--- src/rtl/vga_pattern_gen.sv ---
// VGA timing generator with selectable test patterns (white, colour cycle, bars,
// checkerboard, gradient); every output is registered one clock after the counters.
module vga_pattern_gen #(
  parameter int H_ACTIVE        = 640,
  parameter int H_FP            = 16,
  parameter int H_SYNC          = 96,
  parameter int H_BP            = 48,
  parameter int V_ACTIVE        = 480,
  parameter int V_FP            = 10,
  parameter int V_SYNC          = 2,
  parameter int V_BP            = 33,
  parameter int COLOR_W         = 4,
  parameter int FRAMES_PER_STEP = 60,
  parameter int CELL_LOG2       = 5,
  parameter int GRAD_SHIFT      = 5
) (
  input  logic               clk,
  input  logic               rst_n,
  input  logic [2:0]         sw,
  output logic               h_sync,
  output logic               v_sync,
  output logic               onscreen,
  output logic [COLOR_W-1:0] R,
  output logic [COLOR_W-1:0] G,
  output logic [COLOR_W-1:0] B,
  output logic               frame_start
);

  localparam int H_TOTAL = H_ACTIVE + H_FP + H_SYNC + H_BP;
  localparam int V_TOTAL = V_ACTIVE + V_FP + V_SYNC + V_BP;
  localparam int HW      = $clog2(H_TOTAL);
  localparam int VW      = $clog2(V_TOTAL);
  localparam int unsigned C_MAX = (1 << COLOR_W) - 1;

  logic [HW-1:0]      h_cnt;
  logic [VW-1:0]      v_cnt;
  logic               h_last, v_last, frame_end;
  logic [2:0]         sw_meta, sw_sync, mode, color_idx;
  logic [15:0]        frame_cnt;
  int unsigned        h_u, v_u, chk_u;
  logic [2:0]         bar_p0;
  logic               active_p0, hs_p0, vs_p0, fs_p0;
  logic [COLOR_W-1:0] r_p0, g_p0, b_p0;

  function automatic logic [3*COLOR_W-1:0] idx_color(input logic [2:0] k);
    return {{COLOR_W{k[0]}}, {COLOR_W{k[1]}}, {COLOR_W{k[2]}}};
  endfunction

  function automatic logic [COLOR_W-1:0] sat_color(input int unsigned cnt);
    int unsigned s;
    s = cnt >> GRAD_SHIFT;
    return (s > C_MAX) ? {COLOR_W{1'b1}} : s[COLOR_W-1:0];
  endfunction

  assign h_last    = (h_cnt == HW'(H_TOTAL - 1));
  assign v_last    = (v_cnt == VW'(V_TOTAL - 1));
  assign frame_end = h_last && v_last;

  always_ff @(posedge clk or negedge rst_n) begin
    if (!rst_n) begin
      h_cnt <= '0;
      v_cnt <= '0;
    end else if (h_last) begin
      h_cnt <= '0;
      v_cnt <= v_last ? '0 : v_cnt + 1'b1;
    end else begin
      h_cnt <= h_cnt + 1'b1;
    end
  end

  // Mode and colour index only change on the last cycle of a frame, so a frame never mixes patterns.
  always_ff @(posedge clk or negedge rst_n) begin
    if (!rst_n) begin
      sw_meta   <= '0;
      sw_sync   <= '0;
      mode      <= '0;
      frame_cnt <= '0;
      color_idx <= '0;
    end else begin
      sw_meta <= sw;
      sw_sync <= sw_meta;
      if (frame_end) begin
        mode <= sw_sync;
        if (frame_cnt == 16'(FRAMES_PER_STEP - 1)) begin
          frame_cnt <= '0;
          color_idx <= color_idx + 3'd1;
        end else begin
          frame_cnt <= frame_cnt + 16'd1;
        end
      end
    end
  end

  // Stage p0: pixel attributes derived combinationally from the counters.
  always_comb begin
    h_u    = 32'(h_cnt);
    v_u    = 32'(v_cnt);
    bar_p0 = '0;
    for (int i = 1; i < 8; i++) begin
      if (h_u * 32'd8 >= 32'(i) * 32'(H_ACTIVE)) bar_p0 = bar_p0 + 3'd1;
    end
    chk_u     = (h_u >> CELL_LOG2) ^ (v_u >> CELL_LOG2);
    active_p0 = (h_u < 32'(H_ACTIVE)) && (v_u < 32'(V_ACTIVE));
    hs_p0     = !((h_u >= 32'(H_ACTIVE + H_FP)) && (h_u < 32'(H_ACTIVE + H_FP + H_SYNC)));
    vs_p0     = !((v_u >= 32'(V_ACTIVE + V_FP)) && (v_u < 32'(V_ACTIVE + V_FP + V_SYNC)));
    fs_p0     = (h_cnt == '0) && (v_cnt == '0);
    {r_p0, g_p0, b_p0} = '0;
    if (active_p0) begin
      case (mode)
        3'd1: {r_p0, g_p0, b_p0} = idx_color(color_idx);
        3'd2: {r_p0, g_p0, b_p0} = idx_color(bar_p0);
        3'd3: {r_p0, g_p0, b_p0} = {3*COLOR_W{chk_u[0]}};
        3'd4: begin
          r_p0 = sat_color(h_u);
          g_p0 = sat_color(v_u);
          b_p0 = ~r_p0;
        end
        default: {r_p0, g_p0, b_p0} = '1;
      endcase
    end
  end

  // Stage p1: registered outputs, all one clock behind the counters.
  always_ff @(posedge clk or negedge rst_n) begin
    if (!rst_n) begin
      h_sync      <= 1'b1;
      v_sync      <= 1'b1;
      onscreen    <= 1'b0;
      R           <= '0;
      G           <= '0;
      B           <= '0;
      frame_start <= 1'b0;
    end else begin
      h_sync      <= hs_p0;
      v_sync      <= vs_p0;
      onscreen    <= active_p0;
      R           <= r_p0;
      G           <= g_p0;
      B           <= b_p0;
      frame_start <= fs_p0;
    end
  end

endmodule

--- config.mk ---
export PLATFORM = sky130hd
export DESIGN_NAME = vga_pattern_gen
export DESIGN_NICKNAME = d
export VERILOG_FILES = /design/src/rtl/vga_pattern_gen.sv
export SDC_FILE = /design/constraint.sdc
export NUM_CORES = 1
export LEC_CHECK = 0
export CORE_ASPECT_RATIO = 1.4
export CORE_MARGIN = 8
export CORE_UTILIZATION = 43
export CTS_CLUSTER_DIAMETER = 100
export DETAILED_ROUTE_END_ITERATION = 10
export SLEW_MARGIN = 25
export SYNTH_ARGS = -nofsm -noshare
export SYNTH_HDL_FRONTEND = slang
export SYNTH_SLANG_ARGS = --single-unit
export TNS_END_PERCENT = 100
--- constraint.sdc ---
create_clock -name clk -period 5.8 [get_ports clk]
set_input_delay 1.16 -clock clk [delete_from_list [all_inputs] [get_ports clk]]
set_output_delay 1.16 -clock clk [all_outputs]
set_load 0.005 [all_outputs]
== Yosys cells after proc, flatten, opt, wreduce, memory -nomap -nowiden ==
Cells that the tools add are included.

* Bits in registers: 64
* Bits of input ports: 5
* Output and inout bits: 16
* Logic and storage cells: 76

* $add $sub $neg: 10
* $lt $le $gt $ge: 15
* Equal/unequal tests: 7
* Multiplexer cells: 18
* Bitwise gates (word level): 2
* Reduce and logical (&&, ||, !) cells: 10

{| class="wikitable"
|+ Operator list
! kind !! count
|-
| $pmux 4 s4 || 3
|-
| $ge 13x12->1 const B || 3
|-
| $ge 13x11->1 const B || 2
|-
| $add 3x1->3 const B || 7
|-
| $add 10x1->10 const B || 2
|-
| $eq 10x10->1 const B || 2
|-
| $logic_not 10->1 || 2
|-
| $lt 10x10->1 const B || 2
|-
| $lt 10x9->1 const B || 2
|-
| $mux 10 || 2
|-
| $mux 4 || 5
|-
| $mux 3 || 6
|-
| $add 16x1->16 const B || 1
|-
| $eq 16x6->1 const B || 1
|-
| $mux 16 || 1
|-
| $ge 13x10->1 const B || 1
|-
| $ge 13x13->1 const B || 1
|-
| $ge 10x10->1 const B || 1
|-
| $ge 10x9->1 const B || 1
|-
| $gt 5x4->1 const B || 2
|-
| $eq 3x2->1 const B || 2
|-
| $logic_and 1x1->1 || 5
|-
| $not 4->4 || 1
|-
| $eq 3x1->1 const B || 1
|-
| 5 further kinds || 6
|}

== Logic depth before layout (Yosys ltp) ==
* Depth after elaboration: 16
* Depth in mapped cells: 21
* Depth with buffers taken out: 19

== Worst setup path before layout ==
No wires, ideal clock.

* Path kind: register to register
* From: reg h_cnt[5]
* To: reg B[0]
* Library setup time: 0.130 ns
* Arrival: 4.281 ns
* Required time: 5.670 ns
* Slack: 1.389 ns
* Stages on the path, launching flop included: 19
* Buffers on the path: 1
* Period minus slack after synthesis: 4.411 ns
* Cells stage by stage: dfrtp_1 -> clkbuf_2 -> or2_2 -> a2111o_1 -> ha_1 -> xor2_1 -> ha_1 -> o21ai_0 -> o21ai_0 -> ha_1 -> mux2_2 -> ha_1 -> a221oi_2 -> inv_1 -> ha_1 -> o211ai_1 -> mux2i_1 -> xor2_1 -> o21ai_0

* Cells in the longest elaborated chain, start to end: 16
* Elaborated cells on any way between the ends: 28
* Classes of those cells: 6 x add/sub; 9 x order compare; 10 x mux; 2 x bitwise; 1 x reduce/logical

{| class="wikitable"
|+ RTL lines
! item !! line !! RTL
|-
| from (decl) || 35 || <nowiki>logic [HW-1:0] h_cnt;</nowiki>
|-
| from (signal assigned) || 67 || <nowiki>h_cnt <= h_cnt + 1'b1;</nowiki>
|-
| $ge 13x10->1 || 100 || <nowiki>if (h_u * 32'd8 >= 32'(i) * 32'(H_ACTIVE)) bar_p0 = bar_p0 + 3'd1;</nowiki>
|-
| $mux 1 || 100 ||
|-
| $add 3x1->3 || 100 ||
|-
| $mux 3 || 100 ||
|-
| $add 3x1->3 || 100 ||
|-
| $mux 3 || 100 ||
|-
| $add 3x1->3 || 100 ||
|-
| $mux 3 || 100 ||
|-
| $add 3x1->3 || 100 ||
|-
| $mux 3 || 100 ||
|-
| $add 3x1->3 || 100 ||
|-
| $mux 3 || 100 ||
|-
| $add 3x1->3 || 100 ||
|-
| $mux 3 || 100 ||
|-
| $pmux 4 s4 || 109 || <nowiki>case (mode)</nowiki>
|-
| $mux 4 (*) || 108 || <nowiki>if (active_p0) begin</nowiki>
|-
| net b_p0[0] || 43 || <nowiki>logic [COLOR_W-1:0] r_p0, g_p0, b_p0;</nowiki>
|-
| to (signal assigned) || 139 || <nowiki>B <= b_p0;</nowiki>
|-
| to (decl) || 25 || <nowiki>output logic [COLOR_W-1:0] B,</nowiki>
|}

Mark *: on every way through the listed nets, which the timed path passes. The rest lies on a longest branch.
A chain may end at the register's enable or synchronous reset.

== Worst setup path after layout ==
* From: reg h_cnt[5]
* To: reg B[3]

The elaborated chain is that of the path after synthesis.

==> results.toml <==
[outcome]
status = "complete, no violations"

[clock_tree]
holdBufCountCts = 0
clk_pin_slew_ns = 0.07
clockBufferDepth = 2
htreeDepth = 3
clkLatencyLatePin_ns = 0.35
cts_inserted_buffers = 9
cts_sinks = 64
post_cts_resize_count = 0
post_cts_buffers = 0
cts-root-buf = "clkbuf_8"
cts_tree = "done"

[grt]
track_usage = 0.139
antenna_found_initial = 0
grt_pass1_wl_mm = 12.2
overflow = 0
grt_max_degree = 65
grt_pass1_vias = 2413

[die]
row_count = 38
io_pins = 21
coreArea_sq_um = 7700
fp.dieH_microns = 121
dieArea_sq_um = 11100
die_w_microns = 91.2
start_util = 0.442

[worst_hold_path]
hold_path_class = "reg2reg"
hold_start = "sw_meta[1]"

[pwr]
internal-power_uw = 647
total_power_uw = 832
sw_frac_of_total = 0.223
clkPwrFrac = 0.447
ir_drop_mv = 0.128
pwr-share-seq = 0.539
switchingPower_uw = 186
leakage_nw = 1.70
p_per_area_nw_per_um2 = 216
power_frac_comb = 0.013

[worst_setup_path]
critPathLaunch = "h_cnt[5]"
cp_max_fo = 17
required_ns = 6.02
crit_type = "reg2reg"
cp.arrival_ns = 5.19
reg2reg_from = "h_cnt[5]"
end_kind = "flip-flop"
worst_setup_path_start_kind = "flip-flop"

[sta]
period_share = 0.856
slew_headroom = 0.416
finalHoldViolCount = 0
setup_violations = 0
clock.fmax_mhz = 201
setup_slack_ns = 0.834
worst_pin_slew_ns = 0.872
min_period_ns = 4.97
fin_skew_ns = 0.0116
slew_viol_final = 0
rsz0062_at_grt = "no"
tns_ns = 0

[routing]
routed_wire_length_per_instance_microns = 15.8
drtIter0Drc = 149
dr_total_vias = 2557
ant_nets = 0
drc = 0
via_per_inst = 5.56
drt_wl_total_mm = 7.28
firstDrtPassIters = 4

[final_layout]
antenna_cells = 0
final_cells = 460
fin_area_sq_um = 3850
final_common_cell = "dfrtp_1"
most-common-layout-cells = "dfrtp_1 (62), nand2_1 (28), nor2_1 (24)"
area_growth_pct = 13.3
drive_gt1_frac = 0.0861
nFillCells = 737
finalNetCount = 372

[synth]
yosysSeqAreaShare = 0.472
syn_area_sq_um = 3400
synth_cell_types = 56
syn_inst = 337
async_flop_share = 1.00
ys.warnings.count = 0
synth_edf_count = 0
ys_ff_latch = 64
synth_nets = 354
ys.flop_type = "dfrtp_1"
syn_area_per_cell_sq_um = 10.1

[placed_design]
gp_congestion = 0.808
io_buffers = 20
dpl_worst_slack_ns = 0.875
dp_hpwl_mm = 5.08
placedCellCount = 444
dpl_cell_area_sq_um = 3660

[job]
drv_cap = 0
-- state kept, by name (all words and copies together) (netlist names), 4 cells and up --
register	count
G	4
R	4
frame_cnt	16
B	4
v_cnt	10
h_cnt	10
-- Yosys cell counts (3+ instances only) --
master	count	area share
nand4_1	13	0.024
buf_2	5	0.0074
nand2_1	28	0.031
nor2_1	24	0.026
a31oi_1	3	0.0055
o221ai_1	4	0.010
inv_1	12	0.013
nor4_1	6	0.011
a21oi_1	9	0.013
o22ai_1	4	0.0074
or3_1	3	0.0055
clkbuf_1	7	0.0077
nor3_1	8	0.012
and3_1	9	0.017
xor2_1	13	0.033
dfrtp_1	62	0.46
o31ai_1	5	0.011
nand3_1	13	0.019
nor2b_1	4	0.0074
and4_1	5	0.013
o21a_1	6	0.013
o21ai_0	21	0.031
xnor2_1	21	0.054
ha_1	12	0.044
-- kinds of logic (layout without fill, tap and decap cells) --
kind of cell / count (synthesis) / after routing / share of synthesized area
AND/OR/NAND/NOR: 128 / 128 / 0.207
flip-flops: 64 / 64 / 0.472
multiplexers: 3 / 3 / 0.00957
buffers and inverters: 28 / 51 / 0.0364
XOR/XNOR: 36 / 36 / 0.101
AO/OA/AOI/OAI: 66 / 66 / 0.130
adder cells (fa/ha/maj): 12 / 12 / 0.0441
-- metrics by stage --
stage | util | hold slack (ns)
global route | 0.500 | 0.359
finish | 0.500 | 0.354
floorplan | - | 0.331
CTS | 0.500 | 0.357
detailed placement | 0.476 | 0.341
global placement | 0.476 | 0.333
-- layer usage --
layer  up-vias  share of wire  track usage
li1       1244              -            -
met3        13          0.030       0.0341
met5         -              0            0
met2        30           0.51        0.228
met1      1270           0.44        0.165
met4         0          0.020       0.0740
-- worst paths after layout --
| path | endpoint | depth (start not counted) | slack, ns |
|---|---|---|---|
| setup reg to reg | B[3] | 18 | 0.83 |
| hold reg to reg | sw_sync[1] | 0 | 0.35 |
| min in group asynchronous | B[0] | 2 | 0.98 |
| setup / recovery | B[3] | 18 | 0.83 |
| hold / removal | sw_sync[1] | 0 | 0.35 |
| max in group asynchronous | frame_start | 2 | 4.29 |
-- worst max-delay path, cell delays in order, from the launching register on --
cell	delay [ns]
dfrtp_1	0.57
or2_2	0.41
a2111o_1	0.43
ha_1	0.22
nor3_1	0.25
a21oi_1	0.11
ha_1	0.28
o21ai_0	0.06
o21ai_0	0.18
ha_1	0.33
mux2_2	0.26
ha_1	0.30
a221oi_2	0.43
inv_1	0.08
ha_1	0.19
o211ai_1	0.10
mux2i_1	0.24
xor2_1	0.25
o21ai_0	0.12
-- final cells by class --
class	count	area [sq um]	share of cell area
flip-flops and latches	64	1600	0.416
well taps	100	125	0.0325
clock inverters	6	60.1	0.0156
repair buffers	23	218	0.0565
inverters	12	45.0	0.0117
clock buffers	10	128	0.0331
multi-input cells	245	1670	0.434
-- power groups by stage --
stage | Sequential, mW | Combinational [mW] | Clock, mW
6_report | 0.449 | 0.0111 | 0.372
5_1_grt | 0.449 | 0.0131 | 0.401
4_1_cts | 0.449 | 0.0119 | 0.387
3_5_place_dp | 0.457 | 0.0119 | 0
3_3_place_gp | 0.457 | 0.0117 | 0
2_1_floorplan | 0.457 | 0.0000246 | 0
(Power assumes the default switching activity.)
